==> src/rtl/serial_wb_pkg.sv <==
// Shared definitions for the byte-stream to Wishbone master bridge:
// FSM state encoding, command opcodes and response status codes.
package serial_wb_pkg;

    typedef enum logic [2:0] {
        S_IDLE,
        S_ADDR,
        S_WDATA,
        S_BUS,
        S_STAT,
        S_RDATA
    } state_t;

    localparam logic [7:0] CMD_READ   = 8'hA1;
    localparam logic [7:0] CMD_WRITE  = 8'hA2;

    localparam logic [7:0] ST_ACK     = 8'h00;
    localparam logic [7:0] ST_ERR     = 8'h01;
    localparam logic [7:0] ST_RTY     = 8'h02;
    localparam logic [7:0] ST_TIMEOUT = 8'h03;

endpackage

==> src/rtl/serial_wb_master.sv <==
// Byte-stream to Wishbone master bridge. Parses read/write packets from a
// UART receiver, runs one single-beat Wishbone classic cycle per packet and
// returns a status byte (plus read data on an acked read) to the transmitter.
// Optional feature: define SERIAL_WB_TIMEOUT_EN to abort bus cycles that are
// not terminated within TIMEOUT_CYCLES clocks (status 0x03).
module serial_wb_master
    import serial_wb_pkg::*;
#(
    parameter int ADDR_WIDTH     = 32,
    parameter int DATA_WIDTH     = 32,
    parameter int SELECT_WIDTH   = DATA_WIDTH / 8,
    parameter int TIMEOUT_CYCLES = 1024
) (
    input  logic                    clk,
    input  logic                    rst,
    input  logic [7:0]              rx_data,
    input  logic                    rx_valid,
    output logic                    rx_ready,
    output logic [7:0]              tx_data,
    output logic                    tx_valid,
    input  logic                    tx_ready,
    output logic [ADDR_WIDTH-1:0]   wbm_adr_o,
    output logic [DATA_WIDTH-1:0]   wbm_dat_o,
    input  logic [DATA_WIDTH-1:0]   wbm_dat_i,
    output logic                    wbm_we_o,
    output logic [SELECT_WIDTH-1:0] wbm_sel_o,
    output logic                    wbm_stb_o,
    input  logic                    wbm_ack_i,
    input  logic                    wbm_err_i,
    input  logic                    wbm_rty_i,
    output logic                    wbm_cyc_o,
    output logic                    busy
);

    localparam int ABYTES = ADDR_WIDTH / 8;
    localparam int DBYTES = DATA_WIDTH / 8;
    localparam int MAXB   = (ABYTES > DBYTES) ? ABYTES : DBYTES;
    localparam int CNT_W  = $clog2(MAXB + 1);

    state_t                  state_q, state_d;
    logic [CNT_W-1:0]        cnt_q, cnt_d;
    logic [ADDR_WIDTH-1:0]   adr_q, adr_d;
    logic [DATA_WIDTH-1:0]   wdat_q, wdat_d;
    logic [DATA_WIDTH-1:0]   rdat_q, rdat_d;
    logic                    is_write_q, is_write_d;
    logic [7:0]              status_q, status_d;
    logic                    cyc_q, cyc_d;
    logic                    we_q, we_d;
    logic [SELECT_WIDTH-1:0] sel_q, sel_d;
    logic [7:0]              tx_data_q, tx_data_d;
    logic                    tx_valid_q, tx_valid_d;
    logic                    rx_ready_q, rx_ready_d;
    logic                    busy_q, busy_d;

    logic                    rx_fire;
    logic                    tx_fire;
    logic                    bus_done;
    logic [7:0]              bus_status;

`ifdef SERIAL_WB_TIMEOUT_EN
    localparam int TO_W = $clog2(TIMEOUT_CYCLES + 1);
    logic [TO_W-1:0]         to_cnt_q, to_cnt_d;
`else
    // Timeout length only matters when the abort counter is built.
    logic                    unused_timeout;
    assign unused_timeout = (TIMEOUT_CYCLES != 0);
`endif

    assign rx_fire = rx_valid & rx_ready_q;
    assign tx_fire = tx_valid_q & tx_ready;

    // Next-state logic: packet parsing, bus cycle control and response sequencing.
    always_comb begin
        state_d    = state_q;
        cnt_d      = cnt_q;
        adr_d      = adr_q;
        wdat_d     = wdat_q;
        rdat_d     = rdat_q;
        is_write_d = is_write_q;
        status_d   = status_q;
        cyc_d      = cyc_q;
        we_d       = we_q;
        sel_d      = sel_q;
        tx_data_d  = tx_data_q;
        tx_valid_d = tx_valid_q;
        bus_done   = 1'b0;
        bus_status = ST_ACK;
`ifdef SERIAL_WB_TIMEOUT_EN
        to_cnt_d   = '0;
`endif

        case (state_q)
            S_IDLE: begin
                // Unknown opcodes are swallowed here without a response.
                if (rx_fire && (rx_data == CMD_READ || rx_data == CMD_WRITE)) begin
                    is_write_d = (rx_data == CMD_WRITE);
                    cnt_d      = '0;
                    state_d    = S_ADDR;
                end
            end
            S_ADDR: begin
                if (rx_fire) begin
                    adr_d = ADDR_WIDTH'({adr_q, rx_data});
                    if (cnt_q == CNT_W'(ABYTES - 1)) begin
                        cnt_d = '0;
                        if (is_write_q) begin
                            state_d = S_WDATA;
                        end else begin
                            state_d = S_BUS;
                            cyc_d   = 1'b1;
                            we_d    = 1'b0;
                            sel_d   = '1;
                        end
                    end else begin
                        cnt_d = cnt_q + 1'b1;
                    end
                end
            end
            S_WDATA: begin
                if (rx_fire) begin
                    wdat_d = DATA_WIDTH'({wdat_q, rx_data});
                    if (cnt_q == CNT_W'(DBYTES - 1)) begin
                        cnt_d   = '0;
                        state_d = S_BUS;
                        cyc_d   = 1'b1;
                        we_d    = 1'b1;
                        sel_d   = '1;
                    end else begin
                        cnt_d = cnt_q + 1'b1;
                    end
                end
            end
            S_BUS: begin
                // err beats rty beats ack when several arrive together.
                if (cyc_q && (wbm_err_i || wbm_rty_i || wbm_ack_i)) begin
                    bus_done = 1'b1;
                    if (wbm_err_i) begin
                        bus_status = ST_ERR;
                    end else if (wbm_rty_i) begin
                        bus_status = ST_RTY;
                    end else begin
                        bus_status = ST_ACK;
                        if (!is_write_q) begin
                            rdat_d = wbm_dat_i;
                        end
                    end
                end
`ifdef SERIAL_WB_TIMEOUT_EN
                else if (to_cnt_q == TO_W'(TIMEOUT_CYCLES - 1)) begin
                    bus_done   = 1'b1;
                    bus_status = ST_TIMEOUT;
                end else begin
                    to_cnt_d = to_cnt_q + 1'b1;
                end
`endif
                if (bus_done) begin
                    cyc_d      = 1'b0;
                    we_d       = 1'b0;
                    sel_d      = '0;
                    status_d   = bus_status;
                    tx_data_d  = bus_status;
                    tx_valid_d = 1'b1;
                    state_d    = S_STAT;
                end
            end
            S_STAT: begin
                if (tx_fire) begin
                    if (!is_write_q && status_q == ST_ACK) begin
                        tx_data_d = rdat_q[DATA_WIDTH-1 -: 8];
                        rdat_d    = rdat_q << 8;
                        cnt_d     = '0;
                        state_d   = S_RDATA;
                    end else begin
                        tx_valid_d = 1'b0;
                        state_d    = S_IDLE;
                    end
                end
            end
            S_RDATA: begin
                if (tx_fire) begin
                    if (cnt_q == CNT_W'(DBYTES - 1)) begin
                        tx_valid_d = 1'b0;
                        state_d    = S_IDLE;
                    end else begin
                        tx_data_d = rdat_q[DATA_WIDTH-1 -: 8];
                        rdat_d    = rdat_q << 8;
                        cnt_d     = cnt_q + 1'b1;
                    end
                end
            end
            default: state_d = S_IDLE;
        endcase

        rx_ready_d = (state_d == S_IDLE) || (state_d == S_ADDR) || (state_d == S_WDATA);
        busy_d     = (state_d != S_IDLE);
    end

    // State and registered outputs; active-low synchronous reset.
    always_ff @(posedge clk) begin
        if (!rst) begin
            state_q    <= S_IDLE;
            cnt_q      <= '0;
            adr_q      <= '0;
            wdat_q     <= '0;
            rdat_q     <= '0;
            is_write_q <= 1'b0;
            status_q   <= ST_ACK;
            cyc_q      <= 1'b0;
            we_q       <= 1'b0;
            sel_q      <= '0;
            tx_data_q  <= '0;
            tx_valid_q <= 1'b0;
            rx_ready_q <= 1'b0;
            busy_q     <= 1'b0;
`ifdef SERIAL_WB_TIMEOUT_EN
            to_cnt_q   <= '0;
`endif
        end else begin
            state_q    <= state_d;
            cnt_q      <= cnt_d;
            adr_q      <= adr_d;
            wdat_q     <= wdat_d;
            rdat_q     <= rdat_d;
            is_write_q <= is_write_d;
            status_q   <= status_d;
            cyc_q      <= cyc_d;
            we_q       <= we_d;
            sel_q      <= sel_d;
            tx_data_q  <= tx_data_d;
            tx_valid_q <= tx_valid_d;
            rx_ready_q <= rx_ready_d;
            busy_q     <= busy_d;
`ifdef SERIAL_WB_TIMEOUT_EN
            to_cnt_q   <= to_cnt_d;
`endif
        end
    end

    assign rx_ready  = rx_ready_q;
    assign tx_data   = tx_data_q;
    assign tx_valid  = tx_valid_q;
    assign wbm_adr_o = adr_q;
    assign wbm_dat_o = wdat_q;
    assign wbm_we_o  = we_q;
    assign wbm_sel_o = sel_q;
    assign wbm_cyc_o = cyc_q;
    assign wbm_stb_o = cyc_q;
    assign busy      = busy_q;

endmodule

==> config.mk <==
export PLATFORM = sky130hd
export DESIGN_NAME = serial_wb_master
export DESIGN_NICKNAME = d
export VERILOG_FILES = /design/src/rtl/serial_wb_pkg.sv /design/src/rtl/serial_wb_master.sv
export SDC_FILE = /design/constraint.sdc
export NUM_CORES = 1
export LEC_CHECK = 0
export BUFFER_PORTS_ARGS = -buffer_cell sky130_fd_sc_hd__buf_4
export CAP_MARGIN = 20
export CORE_MARGIN = 4
export CORE_UTILIZATION = 30
export CTS_CLUSTER_SIZE = 8
export DETAILED_ROUTE_END_ITERATION = 16
export GPL_TIMING_DRIVEN = 0
export SLEW_MARGIN = 20
export SYNTH_ARGS = -nofsm -noshare
export SYNTH_HDL_FRONTEND = slang
export SYNTH_SLANG_ARGS = --single-unit
==> constraint.sdc <==
create_clock -name clk -period 2 [get_ports clk]
set_input_delay 0.4 -clock clk [delete_from_list [all_inputs] [get_ports clk]]
set_output_delay 0.4 -clock clk [all_outputs]
set_load 0.02 [all_outputs]
==> results.sh <==
export IMPL_final_common_cell="nand2_1"
export IMPL_status="completed"
export IMPL_worstPathCellList="ha_4 > ha_4 > nand2_4 > a31oi_4 > a2111oi_4 > buf_6 > buf_8 > nor2_1 > a311oi_2"
export IMPL_synth_cells=615
export IMPL_yosysSeqAreaShare_pct=48.9
export IMPL_die_height_um=135
export IMPL_wirelength_mm=14.8
export IMPL_vias=4735
export IMPL_drt_pass1_iter_count=5
export IMPL_rsz0062_at_grt="yes"
export IMPL_r2r_start="cnt_q[0]$_SDFFE_PN0P_"
export IMPL_cpMostUsedCell="ha_4"
export IMPL_ir_drop_mv=0.626
export IMPL_reg2reg_depth=9
export IMPL_place_area_um2=6070
export IMPL_route_detailed_drc=0
export IMPL_ys_types=44
export IMPL_critPathMaxStageDelay_ps=330
export IMPL_drive_gt1_share_pct=27.5
export IMPL_io_buffers=127
export IMPL_clkLatencyLatePin_ps=420
export IMPL_syn_num_nets=665
export IMPL_arrival_ps=2260
export IMPL_fp_dieArea_um2=18200
export IMPL_place_ws_ps=-443
export IMPL_layout_common_cells="200 x nand2_1, 140 x buf_4, 113 x dfxtp_1"
export IMPL_areaGrowthSynthToFinish_pct=43.2
export IMPL_worstHoldEndpoint="rdat_q[3]$_SDFFE_PN0P_"
export IMPL_drv_cap=0
export IMPL_hold_buffers=0
export IMPL_drt_iter0_drc=350
export IMPL_synth_edf_count=0
export IMPL_hp_class="in -> reg"
export IMPL_final_core_util_pct=43.7
export IMPL_fin_area_um2=6920
export IMPL_hold_depth=3
export IMPL_fin_crit_ps=1940
export IMPL_die_w_um=135
export IMPL_start_kind="flip-flop"
export IMPL_synth_simple_gate_area_share_pct=26.3
export IMPL_grt_max_degree=17
export IMPL_skew_ps=12.3
export IMPL_cpMaxStageDelayCell="dfxtp_2"
export IMPL_cts_sinks=118
export IMPL_rr_endpoint="rdat_q[11]$_SDFFE_PN0P_"
export IMPL_hold_path_startpoint="wbm_dat_i[3]"
export IMPL_critPathKind="reg -> reg"
export IMPL_slew_headroom_pct=61.6
export IMPL_grt_pass1_vias=4580
export IMPL_hold_viol_final=0
export IMPL_worst_path_buf_inv=2
export IMPL_muxShareOfSynthArea_pct=2.28
export IMPL_whs_ps=212
export IMPL_dp_cells=958
export IMPL_slew_violations=0
export IMPL_synth_area_top_cells="dfxtp_1 49%, nand2_1 16%, a21oi_1 7.3%"
export IMPL_start_util_pct=30.5
export IMPL_leakagePower_nw=2.70
export IMPL_fp_coreArea_um2=15800
export IMPL_power_density_nw_per_um2=852
export IMPL_path_delay_family="compound AO/OA/AOI/OAI gates"
export IMPL_synth_top_family_by_area="simple AND/OR/NAND/NOR gates"
export IMPL_grt_pass1_wl_mm=23.5
export IMPL_period_share_pct=97.1
export IMPL_cts_path_max_buffers=2
export IMPL_diodes=0
export IMPL_wire_per_inst_um=14.9
export IMPL_path_clk_slew_ps=50
export IMPL_overflow=0
export IMPL_cp_end_kind="flip-flop"
export IMPL_cts_tree="built"
export IMPL_track_usage_pct=16.3
export IMPL_synth_compound_area_share_pct=16.9
export IMPL_numCtsBuffers=17
export IMPL_r2r_setup_slack_ps=60
export IMPL_cp_data_required_time_ps=2320
export IMPL_setup_slack_ps=58.4
export IMPL_hpwl_mm=10.7
export IMPL_viasPerCell=4.75
export IMPL_ys_warnings_count=0
export IMPL_synth_area_leader_cell="dfxtp_1"
export IMPL_worstMarginPinSlew_ps=574
export IMPL_ioPinCount=129
export IMPL_syn_area_um2=4830
export IMPL_cts_htree_levels=4
export IMPL_synthAdderAreaFrac_pct=0.776
export IMPL_num_nets_final=818
export IMPL_synthFlopType="dfxtp_1"
export IMPL_async_flop_share_pct=0
export IMPL_num_rows=46
export IMPL_detail_route_antenna_nets=0
export IMPL_synth_xor_area_share_pct=0
export IMPL_antenna_found_initial=0
export IMPL_layoutNonFillerInstCount=997
export IMPL_cp_max_fo=10
export IMPL_synth_seq_cells=118
export IMPL_finalSetupViolCount=0
export IMPL_synth_top_area_share_pct=48.9
export IMPL_fmax_mhz=515
export IMPL_gp_congestion=0.808
export IMPL_root_buffer="clkbuf_16"
export IMPL_avgSynthCellArea_um2=7.86
[final cells by class]
type                    count  area (µm²)
repair buffers            135        1010
multi-input cells         442        2320
clock buffers              25         526
well taps                 216         270
plain buffers              50         268
inverters                   4        15.0
flip-flops and latches    118        2370
fillers                  1627        8900
clock inverters             7         138
[routing by layer]
metal	vias to the layer above	track usage [%]	routed length (µm)
met3	18	5.25	1120
met2	167	26.3	6840
li1	2401	-	-
met4	0	5.77	225
met5	-	0	0
met1	2149	20.6	6640
[cells in the mapped netlist (all sizes together) (3+ instances only)]
library cell / count
and2: 6
nor3: 7
o31ai: 3
buf: 8
ha: 3
dfxtp: 118
or3: 3
inv: 4
mux2i: 11
nand3: 10
nor2: 44
clkbuf: 43
nor2b: 5
nand4: 10
a311oi: 25
nand2b: 5
a21oi: 71
o21ai: 13
nand2: 201
[worst max path at each step]
stage	startpoint	endpoint	slack, ps	cells past startpoint
finish	cnt_q[0]$_SDFFE_PN0P_	rdat_q[11]$_SDFFE_PN0P_	60	9
global route	cnt_q[0]$_SDFFE_PN0P_	rdat_q[11]$_SDFFE_PN0P_	-30	9
CTS	cnt_q[0]$_SDFFE_PN0P_	rdat_q[11]$_SDFFE_PN0P_	4	9
detailed placement	is_write_q$_SDFFE_PN0P_	rdat_q[0]$_SDFFE_PN0P_	-440	6
global placement	is_write_q$_SDFFE_PN0P_	rdat_q[29]$_SDFFE_PN0P_	-460	6
floorplan	wbm_sel_o[2]$_SDFFE_PN0P_	rdat_q[11]$_SDFFE_PN0P_	20	5
[state kept, by name, summed over array words and instances, names as in the netlist, 2 cells and up]
| signal | count |
|---|---|
| wbm_dat_o | 32 |
| tx_data | 8 |
| status_q | 2 |
| wbm_adr_o | 32 |
| cnt_q | 3 |
| state_q | 3 |
| rdat_q | 32 |
[worst register-to-register path: stages, from the launching register on]
cell       delay [ps]
dfxtp_2           330
ha_4              170
ha_4              180
nand2_4            80
a31oi_4           120
a2111oi_4         330
buf_6             190
buf_8             130
nor2_1             60
a311oi_2          250
[timing repair]
action,4_1_cts,5_1_grt
gates cloned,1,0
setup buffers,5,2
pin swaps,3,16
setup endpoints to repair,103,93
resized for setup,23,44
[cells by family (layout without fill, tap and decap cells)]
kind of cell	after synthesis	count (layout)
simple gates	300	300
mux	11	11
fa+ha+maj	3	3
flops	118	118
buf+inv	55	221
compound gates	128	128
[report_power, final]
group,leakage (nW),internal (mW),switching (mW),total (mW)
Sequential,0.953,2.35,0.00197,2.36
Combinational,1.43,0.0732,0.0937,0.167
Clock,0.326,2.31,1.07,3.38
[stage by stage]
stage               setup TNS, ps  power, mW
global route                -44.6       6.07
finish                          0       5.90
detailed placement         -23570       2.57
floorplan                       0       2.46
global placement           -27190       2.57
CTS                             0       5.96
(Power assumes the default switching activity.)
